`src/rtl/numlock_btn_arbiter.sv`:
```
// Button conditioner for the number-lock FSM: synchronizes and debounces BtnL (U) and BtnR (Z),
// arbitrates between them and emits one tick-aligned U or Z pulse per accepted press.
module numlock_btn_arbiter #(
  parameter int DEBOUNCE_CYCLES = 2000000,
  parameter int CNT_W           = 21
) (
  input  logic       board_clk,
  input  logic       reset,
  input  logic       btn_u_raw,
  input  logic       btn_z_raw,
  input  logic       tick,
  output logic       U,
  output logic       Z,
  output logic       busy,
  output logic       conflict,
  output logic [7:0] accept_cnt
);

  localparam logic [2:0] IDLE     = 3'd0;
  localparam logic [2:0] PEND_U   = 3'd1;
  localparam logic [2:0] PEND_Z   = 3'd2;
  localparam logic [2:0] DRIVE    = 3'd3;
  localparam logic [2:0] WAIT_REL = 3'd4;

  localparam logic [CNT_W-1:0] CNT_LAST = CNT_W'(DEBOUNCE_CYCLES - 1);

  // Bit 0 carries the U button, bit 1 the Z button throughout.
  logic [1:0]       raw;
  logic [1:0]       sync1;
  logic [1:0]       sync2;
  logic [1:0]       deb;
  logic [1:0]       deb_d;
  logic [1:0]       press;
  logic [CNT_W-1:0] deb_cnt [2];

  logic [2:0] state;
  logic [2:0] state_nxt;
  logic       u_nxt;
  logic       z_nxt;
  logic       conflict_nxt;
  logic       count_inc;

  assign raw = {btn_z_raw, btn_u_raw};

  // NOTE: sequential state is always written with <= so every flop samples pre-edge values;
  // blocking assignments here would let sync2 see this cycle's sync1 and collapse the synchronizer.
  always_ff @(posedge board_clk or posedge reset) begin
    if (reset) begin
      sync1 <= '0;
      sync2 <= '0;
    end else begin
      sync1 <= raw;
      sync2 <= sync1;
    end
  end

  // NOTE: the debounce counters are a tiny register array, not RAM, so resetting them is cheap
  // and keeps a press held across reset from inheriting a half-finished count.
  always_ff @(posedge board_clk or posedge reset) begin
    if (reset) begin
      for (int i = 0; i < 2; i++) deb_cnt[i] <= '0;
      deb <= '0;
    end else begin
      for (int i = 0; i < 2; i++) begin
        if (sync2[i] == deb[i]) begin
          deb_cnt[i] <= '0;
        end else if (deb_cnt[i] == CNT_LAST) begin
          deb[i]     <= sync2[i];
          deb_cnt[i] <= '0;
        end else begin
          deb_cnt[i] <= deb_cnt[i] + CNT_W'(1);
        end
      end
    end
  end

  always_ff @(posedge board_clk or posedge reset) begin
    if (reset) deb_d <= '0;
    else       deb_d <= deb;
  end

  assign press = deb & ~deb_d;

  // NOTE: every output of this block gets a default first, so no path leaves one unassigned
  // and no latch is inferred.
  always_comb begin
    state_nxt    = state;
    u_nxt        = U;
    z_nxt        = Z;
    conflict_nxt = 1'b0;
    count_inc    = 1'b0;
    case (state)
      IDLE: begin
        if (press[0] && press[1]) begin
          conflict_nxt = 1'b1;
          state_nxt    = WAIT_REL;
        end else if (press[0]) begin
          state_nxt = PEND_U;
        end else if (press[1]) begin
          state_nxt = PEND_Z;
        end
      end
      PEND_U: begin
        if (press[1]) begin
          conflict_nxt = 1'b1;
          state_nxt    = WAIT_REL;
        end else if (tick) begin
          u_nxt     = 1'b1;
          state_nxt = DRIVE;
        end
      end
      PEND_Z: begin
        if (press[0]) begin
          conflict_nxt = 1'b1;
          state_nxt    = WAIT_REL;
        end else if (tick) begin
          z_nxt     = 1'b1;
          state_nxt = DRIVE;
        end
      end
      DRIVE: begin
        // Held through the whole tick cycle so the FSM samples it on exactly this tick.
        if (tick) begin
          u_nxt     = 1'b0;
          z_nxt     = 1'b0;
          count_inc = 1'b1;
          state_nxt = WAIT_REL;
        end
      end
      WAIT_REL: begin
        if (deb == 2'b00) state_nxt = IDLE;
      end
      default: begin
        u_nxt     = 1'b0;
        z_nxt     = 1'b0;
        state_nxt = IDLE;
      end
    endcase
  end

  always_ff @(posedge board_clk or posedge reset) begin
    if (reset) begin
      state      <= IDLE;
      U          <= 1'b0;
      Z          <= 1'b0;
      busy       <= 1'b0;
      conflict   <= 1'b0;
      accept_cnt <= 8'd0;
    end else begin
      state    <= state_nxt;
      U        <= u_nxt;
      Z        <= z_nxt;
      busy     <= (state_nxt != IDLE);
      conflict <= conflict_nxt;
      if (count_inc) accept_cnt <= accept_cnt + 8'd1;
    end
  end

endmodule

```
`config.mk`:
```
export PLATFORM = sky130hd
export DESIGN_NAME = numlock_btn_arbiter
export DESIGN_NICKNAME = d
export VERILOG_FILES = /design/src/rtl/numlock_btn_arbiter.sv
export SDC_FILE = /design/constraint.sdc
export NUM_CORES = 1
export LEC_CHECK = 0
export ABC_CLOCK_PERIOD_IN_PS = 2300
export CAP_MARGIN = 25
export CORE_UTILIZATION = 50
export CTS_BUF_LIST = sky130_fd_sc_hd__clkbuf_8 sky130_fd_sc_hd__clkbuf_16
export DETAILED_ROUTE_END_ITERATION = 8
export PLACE_DENSITY = 0.79
export SYNTH_ARGS = -nofsm -noshare
export SYNTH_HDL_FRONTEND = slang
export SYNTH_SLANG_ARGS = --single-unit
```
`constraint.sdc`:
```
create_clock -name board_clk -period 2.3 [get_ports board_clk]
set_clock_uncertainty 0.2 [all_clocks]
set_input_delay 0.575 -clock board_clk [delete_from_list [all_inputs] [get_ports board_clk]]
set_output_delay 0.575 -clock board_clk [all_outputs]
set_load 0.02 [all_outputs]
```
# Yosys cells after proc, flatten, opt, wreduce, memory -nomap -nowiden
# Cells that the tools add are included.
# op_classes
add_sub_neg,3
eq_ne,13
n_mux,25
bitwise_logic,6
reduce_logical,10
# ops
cell,count
$mux 21,4
$add 21x1->21 const B,2
$eq 21x21->1 const B,2
$mux 3,8
$pmux 3 s5,1
$ne 2x2->1 const B,5
$mux 1,9
$pmux 1 s3,3
$add 8x1->8 const B,1
$reduce_and 4->1,2
$eq 3x2->1 const B,2
$reduce_or 3->1,2
$not 1->1,4
$reduce_and 2->1,2
$eq 3x1->1 const B,1
$eq 3x3->1 const B,1
$logic_not 3->1,1
$reduce_bool 3->1,1
$and 2x2->2,1
$eq 1x1->1,2
$logic_not 2->1,1
$not 2->2,1
$logic_and 1x1->1,1
# word_totals
reg_bits,65
in_bits,5
out_inout_bits,12
elab_cells,70

# Logic depth before layout (Yosys ltp)
# Gate-level depths: netlist (run 1).
# depth
ltp_word,7
depth_mapped,6
mapped_depth_nobuf,5

# Worst setup path after synthesis (run 1)
# Ideal clock, no wire load.
# synth_timing
path_kind,register to register
start,register deb_cnt[0] in the netlist's numbering
end,register deb_cnt[18] in the netlist's numbering
setup_time_ns,0.078
arrival_time_ns,1.809
required_time_ns,2.022
setup_slack_ns,0.213
stages_incl_launch_ff,6
path_buffers,0
synth_period_minus_slack_ns,2.087
path_cell_list,dfrtp_1 > ha_1 > nand4_1 > or4_4 > or4_1 > a21oi_1
# synth_via
elab_chain_cells,3
word_cells_on_any_way,4
classes_between,1 x add/sub; 1 x eq/ne; 2 x mux
# synth_lines
item,line,source
start: declaration,34,logic [CNT_W-1:0] deb_cnt [2];
start signal: indexed assignment,71,deb_cnt[i] <= deb_cnt[i] + CNT_W'(1);
$add 21x1->21 / $eq 21x21->1 (equally long branches),"71, 67",
$mux 21 *,67,end else if (deb_cnt[i] == CNT_LAST) begin
$mux 21 *,65,if (sync2[i] == deb[i]) begin
# Mark *: on every way between the ends. The rest lies on a longest branch, timed or not.
# A chain may end at the register's enable or synchronous reset.

# Final worst setup path (run 1)
# layout_timing
start,register deb_cnt[37] in the netlist's numbering
end,register deb_cnt[32] in the netlist's numbering
# layout_via
elab_chain_cells,3
# layout_lines
item,line
$eq 21x21->1,67
$mux 21,67
$mux 21,65
# No other way between the ends.

==> results of run 1 <==
## power breakdown
| group | total [uW] | switching (uW) | internal, uW |
|---|---|---|---|
| clock network | 1170 | 454 | 719 |
| logic | 70.7 | 46.8 | 23.9 |
| registers | 1170 | 10.9 | 1150 |
## cells by family after synthesis
| family | Yosys count | share of synthesized area |
|---|---|---|
| AND/OR/NAND/NOR | 138 | 0.247 |
| flip-flops | 65 | 0.527 |
| AO/OA/AOI/OAI | 41 | 0.0843 |
| XOR/XNOR | 32 | 0.0908 |
| buffers and inverters | 21 | 0.0272 |
| multiplexers | 3 | 0.0109 |
| adder cells (fa/ha/maj) | 3 | 0.0122 |
## worst max-delay path: cells and delay by family, from the launching register on
kind | cells | cell delay [ns]
buffers and inverters | 1 | 0.21
AO/OA/AOI/OAI | 1 | 0.19
AND/OR/NAND/NOR | 3 | 1.07
flip-flops | 1 | 0.41
## per-layer routing
| layer | vias up | part of all wire |
|---|---|---|
| met5 | - | 0 |
| met2 | 70 | 0.50 |
| met1 | 1162 | 0.43 |
| li1 | 1142 | - |
| met3 | 15 | 0.048 |
| met4 | 0 | 0.019 |
## stage by stage
stage	hold WS, ns	instance area, um^2	power [uW]	setup slack [ns]
final	0.169	3640	2410	0.0970
after CTS	0.166	3640	2440	0.0925
after detailed placement	0.143	3400	1260	0.0566
after global routing	0.184	3640	2500	0.0151
after global placement	0.147	3400	1260	0.0972
after floorplan	0.131	3090	1230	0.213
## worst paths after layout
kind / end / from / cells after the start
max: deb_cnt[32] / deb_cnt[37] / 5
min: sync2[0] / sync1[0] / 0
max reg2reg: deb_cnt[32] / deb_cnt[37] / 5
min reg2reg: sync2[0] / sync1[0] / 0
max in group asynchronous: busy / reset / 3
min in group asynchronous: deb_cnt[30] / reset / 2
## flip-flops by register name, indices dropped and copies added, names as in the netlist, 2 cells and up
name / cells
deb_cnt: 42
accept_cnt: 8
state: 3
deb: 2
deb_d: 2
sync1: 2
sync2: 2
## layout by cell type (no fill, tap or decap), drive strengths merged, types with 2 or more instances in the layout
master / synthesis / routed
dfrtp: 65 / 65
nor2: 31 / 31
xnor2: 24 / 24
nand2: 20 / 20
nand3: 17 / 17
a21oi: 17 / 17
clkdlybuf4s50: 0 / 16
nand4: 13 / 13
o21ai: 12 / 12
buf: 3 / 11
inv: 11 / 10
or3: 9 / 9
clkbuf: 7 / 9
nor3: 8 / 8
nor4: 8 / 8
xor2: 8 / 8
or4: 8 / 8
and4: 5 / 5
nand2b: 4 / 4
mux2: 3 / 3
and2: 3 / 3
o31ai: 3 / 3
and3: 3 / 3
clkinvlp: 0 / 3
bufinv: 0 / 3
ha: 3 / 3
nor2b: 2 / 2
a21o: 2 / 2
nor4bb: 2 / 2
nand4bb: 2 / 2
a211o: 2 / 2
clkinv: 0 / 2
## cell type report
class,instances,area [um^2]
fillers,488,2280
flip-flops and latches,65,1630
multi-input cells,217,1380
repair buffers,27,255
clock buffers,9,124
clock inverters,7,119
well taps,75,93.8
inverters,11,45.0
## synth_stat cells, drive strengths merged
cell and instances:
nor4 8, ha 3, and3 3, nand4bb 2, nand3 17, nand2b 4, dfrtp 65, a221oi 1
xnor2 24, nor3 8, or3b 1, inv 11, clkbuf 7, nor4bb 2, and4b 1, buf 3
and4 5, o31ai 3, a211o 2, or3 9, a32o 1, and2 3, nand4 13, or4 8
xor2 8, a21o 2, mux2 3, nand4b 1, a221o 1, nor2 31, nand2 20, a21oi 17
a22o 1, o21ai 12, nor2b 2, o221a 1
## repair_timing
item | CTS | global route
gates resized for setup | 0 | 1
setup buffers | 0 | 0
hold buffers | 0 | 0
setup endpoints to repair | 0 | 1
==> metrics.txt, run 1 <==
CP peak stage delay=approximately 0.53 ns; critical path class=register to register; Worst-path clk slew=roughly 0.07 ns; reg2reg setup slack=between 0.09 and 0.1 ns; CTS root buf=clkbuf_8; Inserted Clock Buffers=9; area delta synth->final=18.0%; Syn Area/Cell=about 10 um^2; crit-path max FO=12; vias in the first global route=between 2000 and 2500; Critical Path AT=around 2.2 ns; die span in x=approximately 80 um; relative slew slack=0.689; TritonCTS clock tree=done; post-DR vias/cell=roughly 5.8; layer with the highest usage=met2; CP most frequent cell=or4_1; Starting Density=0.521; antenna violations before repair=0; share of layout cells above drive strength 1=0.116; GRT Overall Usage=0.211; Final Non-Filler Cells=411; Core Box Area=a little under 6000 um^2; Post-Syn Instances=about 300; router iterations before antenna repair=6; RSZ-0062 raised after global routing=no; Worst Setup End Kind=register; met1 usage=0.246; Ports=17; Power Dens Cells=662 nW/um^2; HP Class=register to register; mapped cell area=around 3100 um^2; fin util=0.615; area share of the largest cell type after synthesis=0.527; period utilization=0.958; max_cap viols=0; Final setup viols=0; critical path, cell by cell=or4_1 > or4_1 > o21ai_1 > buf_4 > nor2_1; GRT overflow=0; Distinct cells, synth=around 40; peak supply drop=approximately 0.00045 V; Tmin final=approximately 2.2 ns; clock sinks=65; worst-skew pair later-pin latency=0.35 ns; WP data required=2.32 ns; Seq/Total Area, Yosys=0.527; ANT cells=0; routability cong.=0.788; status=finished clean; CP max stage cell=or4_1; number of port buffers=16; H-tree Lvls=3; largest net degree at the start of global routing=50; worst-margin pin slew=around 0.46 ns; DRT iter0 DRCs=between 100 and 150; Mapped Nets=311; Clock Path Buffers=2; Die Y=80.6 um; GR Layer Usage met2=0.347; full die area=~6500 um^2; ranking of synthesized cells by area=dfrtp_1, xnor2_1, nor2_1; cell taking the most area after synthesis=dfrtp_1; WL per Instance=14.5 um; # placed instances=395; setup TNS=0 ns; post-synthesis register bit count=65; nets@finish=339; M3 GR Usage=0.0795; Antenna Violating Nets Remaining=0; routed via count=roughly 2400; fmax=roughly 450 MHz; first-pass GRT wire length=10200 um; crit start category=register; Post-Route WL=between 5000 and 6000 um; Fin. Hold Viols=0; Residual DRC=0; FP Rows=28; Ys Warns=0; Max Slew Vio Count=0; leakage power=0.00147 uW; DP HPWL=approximately 4000 um
Note: power is estimated with default switching activity, not from simulation.
==> run 2: changes to the inputs <==
--- a/config.mk
+++ b/config.mk
@@ -7,10 +7,11 @@
 export LEC_CHECK = 0
 export ABC_CLOCK_PERIOD_IN_PS = 2300
 export CAP_MARGIN = 25
-export CORE_UTILIZATION = 50
+export CORE_UTILIZATION = 36
 export CTS_BUF_LIST = sky130_fd_sc_hd__clkbuf_8 sky130_fd_sc_hd__clkbuf_16
 export DETAILED_ROUTE_END_ITERATION = 8
-export PLACE_DENSITY = 0.79
+export PLACE_DENSITY = 0.62
+export SLEW_MARGIN = 20
 export SYNTH_ARGS = -nofsm -noshare
 export SYNTH_HDL_FRONTEND = slang
 export SYNTH_SLANG_ARGS = --single-unit
==> metrics.txt, run 2 (synthesis results as in run 1) <==
status=finished clean; number of port buffers=16; peak supply drop=about 0.00026 V; CP top delay family=buffers and inverters; H-tree Lvls=3; antenna violations before repair=0; Die Y=94.6 um; worst-skew pair later-pin latency=about 0.34 ns; crit start category=register; routed via count=around 2300; clock sinks=65; DP Worst Slack=between 0.04 and 0.05 ns; WL per Instance=12.8 um; vias in the first global route=about 2300; Residual DRC=0; Max Slew Vio Count=0; worst hold path depth=0; max_cap viols=0; max reg flops=42; CTS root buf=clkbuf_8; full die area=approximately 9000 um^2; relative slew slack=0.716; critical path, cell by cell=clkdlybuf4s50_1; router iterations before antenna repair=4; setup TNS=0 ns; Final setup viols=0; period utilization=0.944; HP Class=register to register; FP Rows=33; CP peak stage delay=around 0.63 ns; fmax=460 MHz; Inserted Clock Buffers=9; crit-path max FO=4; Fin. Hold Viols=0; Clock Path Buffers=2; Ports=17; Power Dens Cells=628 nW/um^2; CP max stage cell=clkdlybuf4s50_1; Starting Density=0.374; R2R cell count=5; ANT cells=0; critical path class=register to output port; TritonCTS clock tree=done; largest net degree at the start of global routing=66; Bufs and invs on worst path=1; register name with the most flops=deb_cnt; most frequent cells in the layout=dfrtp_1, nor2_1, xnor2_1; RSZ-0062 raised after global routing=no; Worst Setup End Kind=output port; Hold-fix buffers, CTS=0; commonest non-fill, non-tap cell in the layout=dfrtp_1; GRT overflow=0; first-pass GRT wire length=around 10000 um; DRT iter0 DRCs=slightly below 60; reg2reg setup slack=0.14 ns; post-DR vias/cell=5.22; worst-margin pin slew=about 0.42 ns; Worst-path clk slew=0.08 ns; die span in x=about 95 um; WP data required=~1.5 ns; Antenna Violating Nets Remaining=0; nets@finish=between 300 and 400; Critical Path AT=1.40 ns; leakage power=between 0.001 and 0.0015 uW; Core Box Area=just over 8000 um^2; share of layout cells above drive strength 1=0.119; setup slack after layout=between 0.1 and 0.15 ns; routability cong.=0.784; area delta synth->final=18.8%; GRT Overall Usage=0.148; DP HPWL=between 3000 and 4000 um; Post-Route WL=~5700 um; Largest regs=deb_cnt x42, accept_cnt x8, state x3; Tmin final=2.17 ns; WP depth=1
[run 2: metrics by stage]
stage | instance area, um^2 | utilization | cells | power, uW | hold slack, ns
2_1_floorplan | 3090 | - | 303 | 1230 | 0.131
3_3_place_gp | 3440 | 0.417 | 426 | 1260 | 0.134
3_5_place_dp | 3440 | 0.417 | 426 | 1260 | 0.136
4_1_cts | 3660 | 0.443 | 442 | 2340 | 0.146
5_1_grt | 3660 | 0.444 | 442 | 2410 | 0.161
6_report | 3660 | 0.444 | 442 | 2300 | 0.144
[run 2: final cells by class]
cell class	instances	area, um^2
well taps	105	131
inverters	11	45.0
clock buffers	9	124
multi-input cells	217	1380
flip-flops and latches	65	1630
repair buffers	28	265
fillers	801	4590
clock inverters	7	95.1
[run 2: final timing paths]
path,end,startpoint
max,accept_cnt[0],accept_cnt[0]
min,sync2[1],sync1[1]
max reg2reg,deb_cnt[41],deb_cnt[37]
min reg2reg,sync2[1],sync1[1]
max in group asynchronous,U,reset
min in group asynchronous,deb_cnt[32],reset
[run 2: repair_timing]
action,in CTS,in global routing
resized for setup,0,2
setup buffers,0,0
endpoints found under the setup margin,0,3
hold endpoints to repair,0,0
[run 2: per-layer routing]
metal / part of all wire / GRT usage / vias up
met1: 0.48 / 0.178 / 1125
met3: 0.035 / 0.0531 / 7
met5: 0 / 0 / -
met4: 0.010 / 0.0518 / 0
met2: 0.48 / 0.245 / 26
li1: - / - / 1148
[run 2: power breakdown]
part | switching, uW | leakage [uW] | internal [uW] | total, uW
Combinational | 47.6 | 0.000488 | 24.0 | 71.5
Sequential | 10.3 | 0.000894 | 1150 | 1160
Clock | 456 | 0.000109 | 609 | 1070
